===== config.mk =====
export PLATFORM = sky130hd
export DESIGN_NAME = bound_flash_ctrl
export DESIGN_NICKNAME = d
export VERILOG_FILES = /design/src/rtl/bound_flash_ctrl.sv
export SDC_FILE = /design/constraint.sdc
export NUM_CORES = 1
export LEC_CHECK = 0
export ABC_CLOCK_PERIOD_IN_PS = 3000
export CORE_ASPECT_RATIO = 1.1
export CORE_MARGIN = 2
export CORE_UTILIZATION = 54
export CTS_BUF_LIST = sky130_fd_sc_hd__clkbuf_4 sky130_fd_sc_hd__clkbuf_8 sky130_fd_sc_hd__clkbuf_16
export CTS_CLUSTER_DIAMETER = 60
export DETAILED_ROUTE_END_ITERATION = 6
export GPL_ROUTABILITY_DRIVEN = 0
export HOLD_SLACK_MARGIN = 0.15
export PLACE_DENSITY_LB_ADDON = 0.2
export SYNTH_ARGS = -nofsm -noshare
export SYNTH_HDL_FRONTEND = slang
export SYNTH_SLANG_ARGS = --single-unit

===== constraint.sdc =====
create_clock -name clk -period 3 [get_ports clk]
set_input_delay 0.6 -clock clk [delete_from_list [all_inputs] [get_ports clk]]
set_output_delay 0.6 -clock clk [all_outputs]
set_load 0.05 [all_outputs]

===== src/rtl/bound_flash_ctrl.sv =====
// 16-lamp LED bar sequencer: multi-phase fill/drain pattern started by flick,
// with flick-triggered kickback retreats at lamp checkpoints 5 and 10.
module bound_flash_ctrl (
    input  logic        clk,
    input  logic        reset,
    input  logic        flick,
    output logic [3:0]  out_state,
    output logic [15:0] out
);

    typedef enum logic [3:0] {
        S_IDLE        = 4'd0,
        S_FILL_0_15   = 4'd1,
        S_DRAIN_15_5  = 4'd2,
        S_FILL_5_10   = 4'd3,
        S_DRAIN_10_0  = 4'd4,
        S_FILL_0_15B  = 4'd5,
        S_DRAIN_15_0  = 4'd6,
        S_KICK_DRAIN  = 4'd7
    } state_t;

    localparam logic [15:0] LAMPS_ALL = 16'hFFFF;
    localparam logic [15:0] LAMPS_0_4 = 16'h001F;
    localparam logic [15:0] LAMPS_0_5 = 16'h003F;
    localparam logic [15:0] LAMPS_0_10 = 16'h07FF;

    state_t      r_state;
    state_t      w_state_nxt;
    logic [15:0] r_out;
    logic [15:0] w_out_nxt;
    logic [15:0] w_fill;
    logic [15:0] w_drain;
    logic        w_checkpoint;

    assign w_fill       = {r_out[14:0], 1'b1};
    assign w_drain      = {1'b0, r_out[15:1]};
    assign w_checkpoint = flick && ((r_out == LAMPS_0_5) || (r_out == LAMPS_0_10));

    always_ff @(posedge clk) begin
        if (!reset) begin
            r_state <= S_IDLE;
            r_out   <= '0;
        end else begin
            r_state <= w_state_nxt;
            r_out   <= w_out_nxt;
        end
    end

    // A phase change consumes the edge: out holds whenever the state moves.
    always_comb begin
        w_state_nxt = r_state;
        w_out_nxt   = r_out;
        case (r_state)
            S_IDLE: begin
                w_out_nxt = '0;
                if (flick) w_state_nxt = S_FILL_0_15;
            end
            S_FILL_0_15: begin
                if (r_out == LAMPS_ALL) w_state_nxt = S_DRAIN_15_5;
                else if (w_checkpoint)  w_state_nxt = S_KICK_DRAIN;
                else                    w_out_nxt   = w_fill;
            end
            S_DRAIN_15_5: begin
                if (r_out == LAMPS_0_4) w_state_nxt = S_FILL_5_10;
                else                    w_out_nxt   = w_drain;
            end
            S_FILL_5_10: begin
                if (r_out == LAMPS_0_10) w_state_nxt = flick ? S_DRAIN_15_5 : S_DRAIN_10_0;
                else                     w_out_nxt   = w_fill;
            end
            S_DRAIN_10_0: begin
                if (r_out == '0) w_state_nxt = S_FILL_0_15B;
                else             w_out_nxt   = w_drain;
            end
            S_FILL_0_15B: begin
                if (r_out == LAMPS_ALL) w_state_nxt = S_DRAIN_15_0;
                else if (w_checkpoint)  w_state_nxt = S_DRAIN_10_0;
                else                    w_out_nxt   = w_fill;
            end
            S_DRAIN_15_0: begin
                if (r_out == '0) w_state_nxt = S_IDLE;
                else             w_out_nxt   = w_drain;
            end
            S_KICK_DRAIN: begin
                if (r_out == '0) w_state_nxt = S_FILL_0_15;
                else             w_out_nxt   = w_drain;
            end
            default: begin
                w_state_nxt = S_IDLE;
                w_out_nxt   = '0;
            end
        endcase
    end

    assign out_state = r_state;
    assign out       = r_out;

endmodule


==> flow_results.xml <==
<?xml version="1.0" encoding="UTF-8"?>
<metrics>
  <group name="placed_design">
    <metric name="place.port_buffers" unit="">21</metric>
    <metric name="detailed_place.area" unit="µm²">1370</metric>
    <metric name="detailedPlacementHpwl" unit="mm">2.12</metric>
  </group>
  <group name="synthesis">
    <metric name="synth_top_area_share" unit="%">32.4</metric>
    <metric name="mux_contribution_to_synthesized_area" unit="%">1.71</metric>
    <metric name="synthTopCellsByCount" unit="">dfxtp_1 (19), nor2_1 (14), a21oi_1 (12), nand2_1 (12)</metric>
    <metric name="synth.yosys.seq_area_share" unit="%">32.4</metric>
    <metric name="post_synth_num_cell_types" unit="">49</metric>
    <metric name="synthDominantAreaCellType" unit="">dfxtp_1</metric>
    <metric name="synth_xor_xnor_area_share" unit="%">0</metric>
    <metric name="synth.net_count" unit="">144</metric>
    <metric name="synth_simple_gate_area_share" unit="%">29.5</metric>
    <metric name="synthesis.area" unit="µm²">1170</metric>
    <metric name="postSynthRegisterBits" unit="">19</metric>
    <metric name="syn-instance-count" unit="">141</metric>
    <metric name="synth_compound_area_share" unit="%">29.6</metric>
    <metric name="ys_dominant_reg_cell" unit="">dfxtp_1</metric>
    <metric name="yosys.cell_count.top_type" unit="">dfxtp_1</metric>
    <metric name="largest_family_of_logic_cells_by_synthesized_area" unit="">compound AO/OA/AOI/OAI gates</metric>
    <metric name="yosys_warnings" unit="">0</metric>
    <metric name="post_synth.cell_area_avg" unit="µm²">8.31</metric>
    <metric name="edff_count_synth" unit="">0</metric>
    <metric name="synth_top_cells_by_area" unit="">dfxtp_1 (32%), a21oi_1 (5.1%), a22oi_1 (5.1%)</metric>
    <metric name="synth_async_sr_flop_share" unit="%">0</metric>
    <metric name="synth_adder_area_share" unit="%">0</metric>
  </group>
  <group name="hold_path">
    <metric name="worstHoldEndpoint" unit="">out[12]</metric>
    <metric name="min_path_type" unit="">register to register</metric>
    <metric name="hold_path_depth" unit="">2</metric>
    <metric name="worstHoldStart" unit="">out[11]</metric>
  </group>
  <group name="critical_path">
    <metric name="required" unit="ns">2.40</metric>
    <metric name="highest_cell_delay_on_the_worst_timing_path" unit="ns">0.88</metric>
    <metric name="buffering_stage_count_on_the_worst_path_with_inverters_included" unit="">1</metric>
    <metric name="timing.setup.critical_path_class" unit="">register to output pin</metric>
    <metric name="crit_slowest_cell" unit="">clkdlybuf4s50_1</metric>
    <metric name="reg2reg_setup_slack" unit="ns">0.79</metric>
    <metric name="r2r_start" unit="">out_state[2]</metric>
    <metric name="reg2reg_to" unit="">out[11]</metric>
    <metric name="critPathMaxFanout" unit="">12</metric>
    <metric name="number_of_cells_on_the_worst_reg_to_reg_path" unit="">6</metric>
    <metric name="crit_path_end_kind" unit="">output pin</metric>
    <metric name="cp_top_family" unit="">buffers and inverters</metric>
    <metric name="path_depth" unit="">1</metric>
    <metric name="worstSetupStartpointType" unit="">register</metric>
    <metric name="crit_chain" unit="">clkdlybuf4s50_1</metric>
    <metric name="crit_arrival" unit="ns">1.77</metric>
    <metric name="cp-startpoint" unit="">out_state[2]</metric>
  </group>
  <group name="route">
    <metric name="vias_per_cell" unit="">6.34</metric>
    <metric name="post-route-drc-count" unit="">0</metric>
    <metric name="firstDrtPassIters" unit="">4</metric>
    <metric name="routedWlPerCell" unit="µm">15.7</metric>
    <metric name="vias" unit="">1199</metric>
    <metric name="antenna_violating_nets_post_route" unit="">0</metric>
    <metric name="drt_iter0_markers" unit="">28</metric>
    <metric name="drt_wl_total" unit="mm">2.97</metric>
  </group>
  <group name="cts">
    <metric name="path_clk_slew" unit="ns">0.12</metric>
    <metric name="htree_num_levels" unit="">1</metric>
    <metric name="cts-buffers-inserted" unit="">3</metric>
    <metric name="number_of_setup_buffers_added_after_cts" unit="">0</metric>
    <metric name="tritoncts_clock_tree" unit="">done</metric>
    <metric name="cts_buffer_depth" unit="">2</metric>
    <metric name="numClockSinks" unit="">19</metric>
    <metric name="insertion_delay" unit="ns">0.31</metric>
    <metric name="post_cts_resize_count" unit="">0</metric>
    <metric name="cts.root.buffer_cell" unit="">clkbuf_4</metric>
    <metric name="cts_hold_buffers" unit="">0</metric>
  </group>
  <group name="global_route">
    <metric name="grt.met2_usage" unit="%">41.2</metric>
    <metric name="wire_length_of_the_first_global_routing_pass" unit="mm">4.97</metric>
    <metric name="grt_start_max_net_pins" unit="">14</metric>
    <metric name="layer_with_the_highest_usage" unit="">met2</metric>
    <metric name="grt_antenna_before_repair" unit="">0</metric>
    <metric name="globalRouteOverflowTotal" unit="">0</metric>
    <metric name="via_count_of_the_first_global_routing_pass" unit="">1068</metric>
    <metric name="global_route.usage.total" unit="%">25.2</metric>
    <metric name="global_route.usage.met1" unit="%">33.6</metric>
    <metric name="groute.layer.met3.usage" unit="%">3.95</metric>
  </group>
  <group name="floorplanning">
    <metric name="dieWidth" unit="µm">48.4</metric>
    <metric name="floorplan.die_area" unit="µm²">2560</metric>
    <metric name="start_util" unit="%">58.0</metric>
    <metric name="design.portCount" unit="">23</metric>
    <metric name="floorplan.rows" unit="">17</metric>
    <metric name="placeable_area" unit="µm²">2020</metric>
    <metric name="die_height" unit="µm">52.9</metric>
  </group>
  <group name="timing">
    <metric name="worst_pin_slew" unit="ns">0.720</metric>
    <metric name="timing.final.crit_share" unit="%">78.8</metric>
    <metric name="finalClockSkew" unit="ns">0.0124</metric>
    <metric name="final_max_slew_viol_count" unit="">0</metric>
    <metric name="slew_headroom" unit="%">51.5</metric>
    <metric name="total_negative_slack" unit="ns">0</metric>
    <metric name="final_report_setup_violation_count" unit="">0</metric>
    <metric name="rsz_0062_raised_after_global_routing" unit="">no</metric>
    <metric name="fmaxAchievable" unit="MHz">423</metric>
    <metric name="finalHoldViolations" unit="">0</metric>
    <metric name="finalCriticalPeriod" unit="ns">2.37</metric>
  </group>
  <group name="finish">
    <metric name="num-nets-final" unit="">165</metric>
    <metric name="fin_area" unit="µm²">1400</metric>
    <metric name="final_layout_size_suffix_gt1_share" unit="%">9.94</metric>
    <metric name="insertedDiodeCount" unit="">0</metric>
    <metric name="final_core_util" unit="%">69.0</metric>
    <metric name="area_growth" unit="%">19.0</metric>
  </group>
  <group name="pwr">
    <metric name="cellPowerDensity" unit="nW/µm²">935</metric>
    <metric name="leakage" unit="nW">0.513</metric>
    <metric name="max-vdd-ir-drop" unit="mV">0.624</metric>
    <metric name="total_power" unit="W">0.00130</metric>
  </group>
  <group name="run_status">
    <metric name="run_status" unit="">completed</metric>
  </group>
  <group name="flow_run">
    <metric name="timing.max_cap.violations" unit="">0</metric>
  </group>
</metrics>
-- cells in the final DEF (no fill, tap or decap), drive strengths merged, types with 2 or more instances in the layout --
| master | count |
|---|---|
| o21ai | 9 |
| nor4 | 2 |
| mux2i | 2 |
| o221ai | 3 |
| nor3 | 9 |
| o31a | 2 |
| nand2 | 12 |
| and3 | 3 |
| nand3 | 4 |
| nand4 | 2 |
| clkdlybuf4s50 | 21 |
| a211oi | 2 |
| a31oi | 2 |
| or4 | 3 |
| nand2b | 2 |
| or2 | 2 |
| inv | 4 |
| a22oi | 8 |
| dfxtp | 19 |
| nor2 | 15 |
| clkinv | 2 |
| a21oi | 12 |
| clkbuf | 3 |
-- how the worst max path moves through the flow --
stage,endpoint,slack [ns]
global route,out_state[2],0.60
CTS,out_state[2],0.65
detailed placement,out[11],0.77
floorplan,out_state[0],0.83
global placement,out[11],0.82
finish,out_state[2],0.63
-- kinds of logic (layout without fill, tap and decap cells) --
family                 after synthesis  count (layout)
other                                1               1
flip-flops                          19              19
AO/OA/AOI/OAI                       49              49
multiplexers                         2               2
AND/OR/NAND/NOR                     59              59
buffers and inverters               11              31
-- power by group --
part | internal [W] | switching [W] | leakage (nW)
Clock | 0.0000498 | 0.0000871 | 0.0177
Combinational | 0.000271 | 0.000483 | 0.341
Sequential | 0.000309 | 0.000104 | 0.155
Total | 0.000630 | 0.000674 | 0.513
-- metrics by stage --
step	cells	hold slack (ns)	setup WS, ns
5_1_grt	189	0.568	0.599
3_3_place_gp	185	0.529	0.815
4_1_cts	189	0.549	0.645
6_report	189	0.545	0.635
2_1_floorplan	141	0.730	0.826
3_5_place_dp	185	0.531	0.774
-- registers in the layout, indices dropped and copies added (netlist names) --
signal / cells
out: 16
out_state: 3
-- per-layer routing --
layer | up-vias | wire, µm | part of all wire, %
li1 | 578 | - | -
met1 | 565 | 1350 | 45
met2 | 46 | 1410 | 47
met3 | 10 | 154 | 5.2
met4 | 0 | 58 | 2.0
met5 | - | 0 | 0
-- final cells by class --
| cell class | instances | area, µm² |
|---|---|---|
| multi-input cells | 111 | 716 |
| well taps | 28 | 35.0 |
| inverters | 5 | 18.8 |
| clock inverters | 1 | 5.00 |
| repair buffers | 22 | 218 |
| fillers | 168 | 626 |
| flip-flops and latches | 19 | 380 |
| clock buffers | 3 | 22.5 |
(Power assumes the default switching activity.)
